**src/rtl/uart_rx_fifo.sv**
```systemverilog
// UART receive path: oversampled majority-vote receiver with parity, 1/2 stop bits and
// break detection, feeding a first-word-fall-through FIFO with sticky overflow and RTS.
module uart_rx_fifo #(
    parameter int SYSCLK_RATE = 100000000,
    parameter int BAUD_RATE   = 9600,
    parameter int OVERSAMPLE  = 16,
    parameter int DATA_BITS   = 8,
    parameter int PARITY_MODE = 1,
    parameter int STOP_BITS   = 2,
    parameter int FIFO_DEPTH  = 8,
    parameter int RTS_THRESH  = FIFO_DEPTH - 2
) (
    input  logic                          SysClk,
    input  logic                          Rst_n,
    input  logic                          Rx,
    input  logic                          Read_Done,
    input  logic                          Overflow_Clr,
    output logic [DATA_BITS-1:0]          Data_Out,
    output logic [2:0]                    Rx_Error,
    output logic                          Data_Rdy,
    output logic                          FIFO_Empty,
    output logic                          FIFO_Full,
    output logic                          FIFO_Overflow,
    output logic [$clog2(FIFO_DEPTH):0]   FIFO_Count,
    output logic                          RTS,
    output logic                          Rx_Busy
);

    localparam int BAUD_X  = BAUD_RATE * OVERSAMPLE;
    localparam int DIV_RAW = (SYSCLK_RATE + BAUD_X / 2) / BAUD_X;
    localparam int DIV     = (DIV_RAW < 1) ? 1 : DIV_RAW;
    localparam int TW      = (DIV > 1) ? $clog2(DIV) : 1;
    localparam int SW      = $clog2(OVERSAMPLE);
    localparam int BW      = $clog2(DATA_BITS);
    localparam int AW      = $clog2(FIFO_DEPTH);
    localparam int CW      = AW + 1;
    localparam int EW      = DATA_BITS + 3;

    localparam logic [TW-1:0] TICK_LAST = TW'(DIV - 1);
    localparam logic [SW-1:0] SMP_A     = SW'(OVERSAMPLE / 2 - 1);
    localparam logic [SW-1:0] SMP_B     = SW'(OVERSAMPLE / 2);
    localparam logic [SW-1:0] SMP_RES   = SW'(OVERSAMPLE / 2 + 1);
    localparam logic [SW-1:0] SMP_LAST  = SW'(OVERSAMPLE - 1);
    localparam logic [BW-1:0] BIT_LAST  = BW'(DATA_BITS - 1);
    localparam logic          STOP_LAST = 1'(STOP_BITS - 1);
    localparam logic [CW-1:0] DEPTH_C   = CW'(FIFO_DEPTH);
    localparam logic [CW-1:0] THRESH_C  = CW'(RTS_THRESH);

    typedef enum logic [2:0] {
        S_IDLE,
        S_START,
        S_DATA,
        S_PARITY,
        S_STOP,
        S_BREAK_WAIT
    } state_t;

    logic                 r_rx_meta;
    logic                 r_rx_s;
    logic                 r_rx_prev;
    logic [TW-1:0]        r_tick_cnt;
    state_t               r_state;
    state_t               w_state_next;
    logic [SW-1:0]        r_smp_cnt;
    logic                 r_samp_a;
    logic                 r_samp_b;
    logic [BW-1:0]        r_bit_idx;
    logic                 r_stop_idx;
    logic [DATA_BITS-1:0] r_shift;
    logic                 r_par_err;
    logic                 r_frm_err;
    logic                 r_all_zero;

    logic [EW-1:0]        r_mem [FIFO_DEPTH];
    logic [AW-1:0]        r_wr_ptr;
    logic [AW-1:0]        r_rd_ptr;
    logic [CW-1:0]        r_count;
    logic                 r_ovf;
    logic                 r_rts;

    logic                 w_tick;
    logic                 w_fall;
    logic                 w_res;
    logic                 w_end;
    logic                 w_bit;
    logic                 w_brk;
    logic                 w_start;
    logic                 w_push;
    logic                 w_shift;
    logic                 w_bit_inc;
    logic                 w_par_res;
    logic                 w_stop_res;
    logic                 w_stop_inc;
    logic [2:0]           w_push_err;
    logic [EW-1:0]        w_push_word;
    logic                 w_pop;
    logic                 w_full;
    logic                 w_push_ok;
    logic [EW-1:0]        w_head;

    // NOTE: every sequential block uses non-blocking assignments so all flops update
    // together from pre-edge values, independent of block evaluation order.
    always_ff @(posedge SysClk or negedge Rst_n) begin
        if (!Rst_n) begin
            r_rx_meta <= 1'b1;
            r_rx_s    <= 1'b1;
            r_rx_prev <= 1'b1;
        end else begin
            r_rx_meta <= Rx;
            r_rx_s    <= r_rx_meta;
            r_rx_prev <= r_rx_s;
        end
    end

    assign w_tick = (r_tick_cnt == TICK_LAST);
    assign w_fall = r_rx_prev & ~r_rx_s;
    assign w_res  = w_tick && (r_smp_cnt == SMP_RES);
    assign w_end  = w_tick && (r_smp_cnt == SMP_LAST);
    assign w_bit  = (r_samp_a & r_samp_b) | (r_samp_a & r_rx_s) | (r_samp_b & r_rx_s);
    assign w_brk  = r_all_zero & ~w_bit;

    always_ff @(posedge SysClk or negedge Rst_n) begin
        if (!Rst_n) begin
            r_tick_cnt <= '0;
        end else if (w_start || w_tick) begin
            r_tick_cnt <= '0;
        end else begin
            r_tick_cnt <= r_tick_cnt + TW'(1);
        end
    end

    always_ff @(posedge SysClk or negedge Rst_n) begin
        if (!Rst_n) begin
            r_state <= S_IDLE;
        end else begin
            r_state <= w_state_next;
        end
    end

    // NOTE: every output of this block gets a default first, so no path can leave one
    // unassigned and infer a latch.
    always_comb begin
        w_state_next = r_state;
        w_start      = 1'b0;
        w_push       = 1'b0;
        w_shift      = 1'b0;
        w_bit_inc    = 1'b0;
        w_par_res    = 1'b0;
        w_stop_res   = 1'b0;
        w_stop_inc   = 1'b0;
        case (r_state)
            S_IDLE: begin
                if (w_fall) begin
                    w_start      = 1'b1;
                    w_state_next = S_START;
                end
            end
            S_START: begin
                if (w_res && w_bit) begin
                    w_state_next = S_IDLE;
                end else if (w_end) begin
                    w_state_next = S_DATA;
                end
            end
            S_DATA: begin
                w_shift = w_res;
                if (w_end) begin
                    if (r_bit_idx == BIT_LAST) begin
                        w_state_next = (PARITY_MODE != 0) ? S_PARITY : S_STOP;
                    end else begin
                        w_bit_inc = 1'b1;
                    end
                end
            end
            S_PARITY: begin
                w_par_res = w_res;
                if (w_end) begin
                    w_state_next = S_STOP;
                end
            end
            S_STOP: begin
                w_stop_res = w_res;
                if (w_res && (r_stop_idx == STOP_LAST)) begin
                    w_push       = 1'b1;
                    w_state_next = w_brk ? S_BREAK_WAIT : S_IDLE;
                end else if (w_end) begin
                    w_stop_inc = 1'b1;
                end
            end
            S_BREAK_WAIT: begin
                if (r_rx_s) begin
                    w_state_next = S_IDLE;
                end
            end
            default: begin
                w_state_next = S_IDLE;
            end
        endcase
    end

    always_ff @(posedge SysClk or negedge Rst_n) begin
        if (!Rst_n) begin
            r_smp_cnt  <= '0;
            r_samp_a   <= 1'b1;
            r_samp_b   <= 1'b1;
            r_bit_idx  <= '0;
            r_stop_idx <= 1'b0;
            r_shift    <= '0;
            r_par_err  <= 1'b0;
            r_frm_err  <= 1'b0;
            r_all_zero <= 1'b1;
        end else if (w_start) begin
            r_smp_cnt  <= '0;
            r_bit_idx  <= '0;
            r_stop_idx <= 1'b0;
            r_par_err  <= 1'b0;
            r_frm_err  <= 1'b0;
            r_all_zero <= 1'b1;
        end else begin
            if (w_tick) begin
                r_smp_cnt <= (r_smp_cnt == SMP_LAST) ? '0 : r_smp_cnt + SW'(1);
                if (r_smp_cnt == SMP_A) r_samp_a <= r_rx_s;
                if (r_smp_cnt == SMP_B) r_samp_b <= r_rx_s;
            end
            if (w_shift) begin
                r_shift <= {w_bit, r_shift[DATA_BITS-1:1]};
            end
            if (w_bit_inc) begin
                r_bit_idx <= r_bit_idx + BW'(1);
            end
            if (w_par_res) begin
                r_par_err <= ((^r_shift) ^ w_bit) != (PARITY_MODE == 2);
            end
            if (w_stop_res && !w_bit) begin
                r_frm_err <= 1'b1;
            end
            if ((w_shift || w_par_res || w_stop_res) && w_bit) begin
                r_all_zero <= 1'b0;
            end
            if (w_stop_inc) begin
                r_stop_idx <= 1'b1;
            end
        end
    end

    // A break overrides the parity result and always reports a framing error.
    assign w_push_err  = w_brk ? 3'b110 : {1'b0, r_frm_err | ~w_bit, r_par_err};
    assign w_push_word = {w_push_err, r_shift};

    assign w_full    = (r_count == DEPTH_C);
    assign w_pop     = Read_Done && (r_count != '0);
    assign w_push_ok = w_push && (!w_full || w_pop);

    // NOTE: the storage array has no reset; emptiness is tracked by the count, and the
    // outputs are gated while empty, so stale contents are never visible.
    always_ff @(posedge SysClk) begin
        if (w_push_ok) begin
            r_mem[r_wr_ptr] <= w_push_word;
        end
    end

    always_ff @(posedge SysClk or negedge Rst_n) begin
        if (!Rst_n) begin
            r_wr_ptr <= '0;
            r_rd_ptr <= '0;
            r_count  <= '0;
            r_ovf    <= 1'b0;
            r_rts    <= 1'b1;
        end else begin
            if (w_push_ok) r_wr_ptr <= r_wr_ptr + AW'(1);
            if (w_pop)     r_rd_ptr <= r_rd_ptr + AW'(1);
            if (w_push_ok && !w_pop) begin
                r_count <= r_count + CW'(1);
            end else if (!w_push_ok && w_pop) begin
                r_count <= r_count - CW'(1);
            end
            if (w_push && w_full && !w_pop) begin
                r_ovf <= 1'b1;
            end else if (Overflow_Clr) begin
                r_ovf <= 1'b0;
            end
            r_rts <= (r_count < THRESH_C);
        end
    end

    assign w_head        = r_mem[r_rd_ptr];
    assign Data_Rdy      = (r_count != '0);
    assign FIFO_Empty    = (r_count == '0);
    assign FIFO_Full     = w_full;
    assign FIFO_Count    = r_count;
    assign FIFO_Overflow = r_ovf;
    assign RTS           = r_rts;
    assign Rx_Busy       = (r_state != S_IDLE);
    assign Data_Out      = Data_Rdy ? w_head[DATA_BITS-1:0] : '0;
    assign Rx_Error      = Data_Rdy ? w_head[EW-1:DATA_BITS] : '0;

endmodule

```
**config.mk**
```make
export PLATFORM = sky130hd
export DESIGN_NAME = uart_rx_fifo
export DESIGN_NICKNAME = d
export VERILOG_FILES = /design/src/rtl/uart_rx_fifo.sv
export SDC_FILE = /design/constraint.sdc
export NUM_CORES = 1
export LEC_CHECK = 0
export BUFFER_PORTS_ARGS = -buffer_cell sky130_fd_sc_hd__buf_2
export CAP_MARGIN = 20
export CORE_MARGIN = 3
export CORE_UTILIZATION = 45
export CTS_CLUSTER_DIAMETER = 100
export CTS_CLUSTER_SIZE = 28
export DETAILED_ROUTE_END_ITERATION = 7
export PLACE_DENSITY = 0.61
export SLEW_MARGIN = 30
export SYNTH_ARGS = -nofsm -noshare
export SYNTH_HDL_FRONTEND = slang
export SYNTH_SLANG_ARGS = --single-unit
export TNS_END_PERCENT = 1
```
**constraint.sdc**
```tcl
create_clock -name SysClk -period 5.5 [get_ports SysClk]
set_input_delay 0.55 -clock SysClk [delete_from_list [all_inputs] [get_ports SysClk]]
set_output_delay 0.55 -clock SysClk [all_outputs]
set_load 0.005 [all_outputs]
```
==> out/results.ini <==
[status]
run_status = finished clean

[worst_setup_path]
worst_path_most_repeated_cell = ha_1
endpoint_kind = flop
critical-path-slowest-cell = or4_4
cp_data_arrival_time_ps = 3620
worstSetupStartpointType = flop
path_max_fanout = 6
timing.critical_path.slowest_cell_delay_ps = 580
cp_data_required_time_ps = 5800
path_cells = or4b_4 -> or4_4 -> nor3b_4 -> ha_1 -> inv_1 -> ha_1 -> a21o_1 -> a21oi_1 -> xnor2_1 -> nor2_1 -> xor2_1
cpLargestDelayFamily = simple AND/OR/NAND/NOR gates
timing.setup.critical_path_class = flop to flop
critPathBufInv = 1

[global_routing]
number_of_global_route_vias_before_repair = 3251
grtUsageTotal = 0.1585
grt_overflow = 0
antenna_found_initial = 0
grt_max_degree = 50
grt_pass1_wl_um = 17370

[logic_synthesis]
synth.cell_area_sq_um = 5844
synth_sequential_area_ratio = 0.6635
synth.lib_cells_used.distinct = 49
synth.yosys.warnings = 0
yosys.area.top_type_share = 0.4522
synth_fp_nets = 395
postSynth.asyncResetShare = 0.3577
postSynthRegisterBits = 137
synth_ff_type = edfxtp_1
synth_area_per_cell_sq_um = 15.50
post_synth_main_area_contributors = edfxtp_1, dfrtp_1, mux4_2
yosysTopAreaCell = edfxtp_1
yosysMostFrequentCell = edfxtp_1
synth-edff-count = 88
netlist_instances = 377
netlist_top_cells_count = edfxtp_1, dfrtp_1, nor2_1

[job]
cap_violations = 0

[power_and_ir_drop]
vdd_ir_drop_max_mv = 0.1685
leakage_nw = 2.556
cellPowerDensity_nw_per_um2 = 427.8

[timing]
skew_ps = 10.32
worst_pin_slew_ps = 915.2
timing.final.max_slew_violations = 0
setup_total_negative_slack_ps = 0
slew-limit-headroom = 0.3876
final.period_utilization = 0.6040
timing.final.hold_violations = 0
maximum_clock_frequency_mhz = 301.0
setup_violations = 0
minimum_period_implied_by_the_final_worst_setup_slack_ps = 3322
hold_slack_ps = 233.1
grt_setup_unrepaired = false

[floorplan]
die_w_um = 120.0
core.rowCount = 41
initial_utilization = 0.4612
die_y_um = 120.0
area_of_the_die_sq_um = 14390
io-pin-count = 26
standard_cell_core_area_sq_um = 12670

[layout]
final_nets = 431
seq_area_sq_um = 3877
instances_no_fill = 598
n_antenna_cell = 0
multi_input_comb_area_sq_um = 1886
filler_cell_count = 1055
syn_to_final_growth_pct = 16.25
postLayoutCellArea_sq_um = 6794
layout-drive-gt1-share = 0.2582

[detailed_routing]
finalWirelength_um = 10370
routed-via-count = 3139
final_antenna_net_count = 0
detail_route.vias_per_cell = 5.249
detailedRoute.firstPassIterationCount = 4
initialDrtViolationCount = 169
wire_per_inst_um = 17.34
drc_errors = 0

[clocking]
clk_pin_slew_ps = 60
ctsHoldBuffers = 0
post_cts_resize_count = 0
longest_clk_path_bufs = 2
post-cts-setup-buffers = 0
insertion_delay_ps = 410
ctsRootBufferMaster = clkbuf_16
cts_buffers = 17
clock_tree_from_tritoncts = built
cts_max_level = 4
clock_sink_count = 137

[place]
gp_congestion = 0.8046
count_of_input_and_output_buffers = 25
postPlaceCellArea_sq_um = 6173
dpl.cell_count = 566
hpwl_um = 7074

[min_path]
min-delay-path-class = primary input to flop

-- report_power, final --
group          internal [mW]  switching (mW)  total (mW)
Sequential              1.14           0.102        1.25
Combinational          0.270           0.236       0.506
Clock                  0.748           0.406        1.15
-- final cells by class --
class,count,area share
clock buffers,17,0.06262
clock inverters,15,0.02689
inverters,10,0.005525
multi-input cells,217,0.2775
flip-flops and latches,137,0.5707
well taps,172,0.03168
repair buffers,30,0.02505
-- layout by cell type (no fill, tap or decap), types with 7 or more instances in the layout --
cell type / count
edfxtp_1: 88
xnor2_1: 17
o21ai_0: 12
clkbuf_16: 17
nand3_1: 11
buf_2: 25
dfrtp_1: 42
dfstp_2: 7
ha_1: 12
nand2_1: 17
mux2i_1: 11
nor2_1: 33
nor3_1: 7
mux4_2: 22
inv_1: 10
mux2_2: 12
-- kinds of logic (layout without fill, tap and decap cells) --
kind of cell,Yosys count,count (layout),share of synthesized area
flip-flops,137,137,0.6635
AND/OR/NAND/NOR,104,104,0.09077
multiplexers,48,48,0.1325
AO/OA/AOI/OAI,28,28,0.02976
XOR/XNOR,24,24,0.03832
buffers and inverters,23,72,0.01606
adder cells (fa/ha/maj),13,13,0.02912
-- metrics by stage --
step | utilization | worst slack [ps] | power, mW
final | 0.5362 | 2178 | 2.907
after global routing | 0.5362 | 1946 | 3.056
after CTS | 0.5352 | 2127 | 2.950
after detailed placement | 0.4872 | 2137 | 1.787
after global placement | 0.4860 | 2220 | 1.766
after floorplan | - | 2266 | 1.607
-- final timing paths --
path	start	end	slack, ps	cells after the start
setup reg to reg	r_tick_cnt[4]	FIFO_Count[3]	2180	11
hold reg to reg	r_rx_meta	r_rx_s	350	0
hold / removal	Rx	r_rx_meta	230	1
min in group asynchronous	Rst_n	r_smp_cnt[2]	240	2
max in group asynchronous	Rst_n	r_rd_ptr[2]	4830	2
setup / recovery	r_tick_cnt[4]	FIFO_Count[3]	2180	11
-- per-layer routing --
metal,track usage,share of wire,vias up
met1,0.2080,0.44,1577
met3,0.03817,0.030,14
met2,0.2564,0.51,58
met4,0.06228,0.015,0
met5,0,0,-
li1,-,-,1490
-- sequential cells by signal, summed over array words and instances (netlist names), 3 cells and up --
name        cells
r_smp_cnt       4
r_state         3
r_wr_ptr        3
r_tick_cnt     10
r_mem          88
r_bit_idx       3
r_shift         8
r_rd_ptr        3
FIFO_Count      4
No activity file was read; power rests on OpenSTA's default activity.
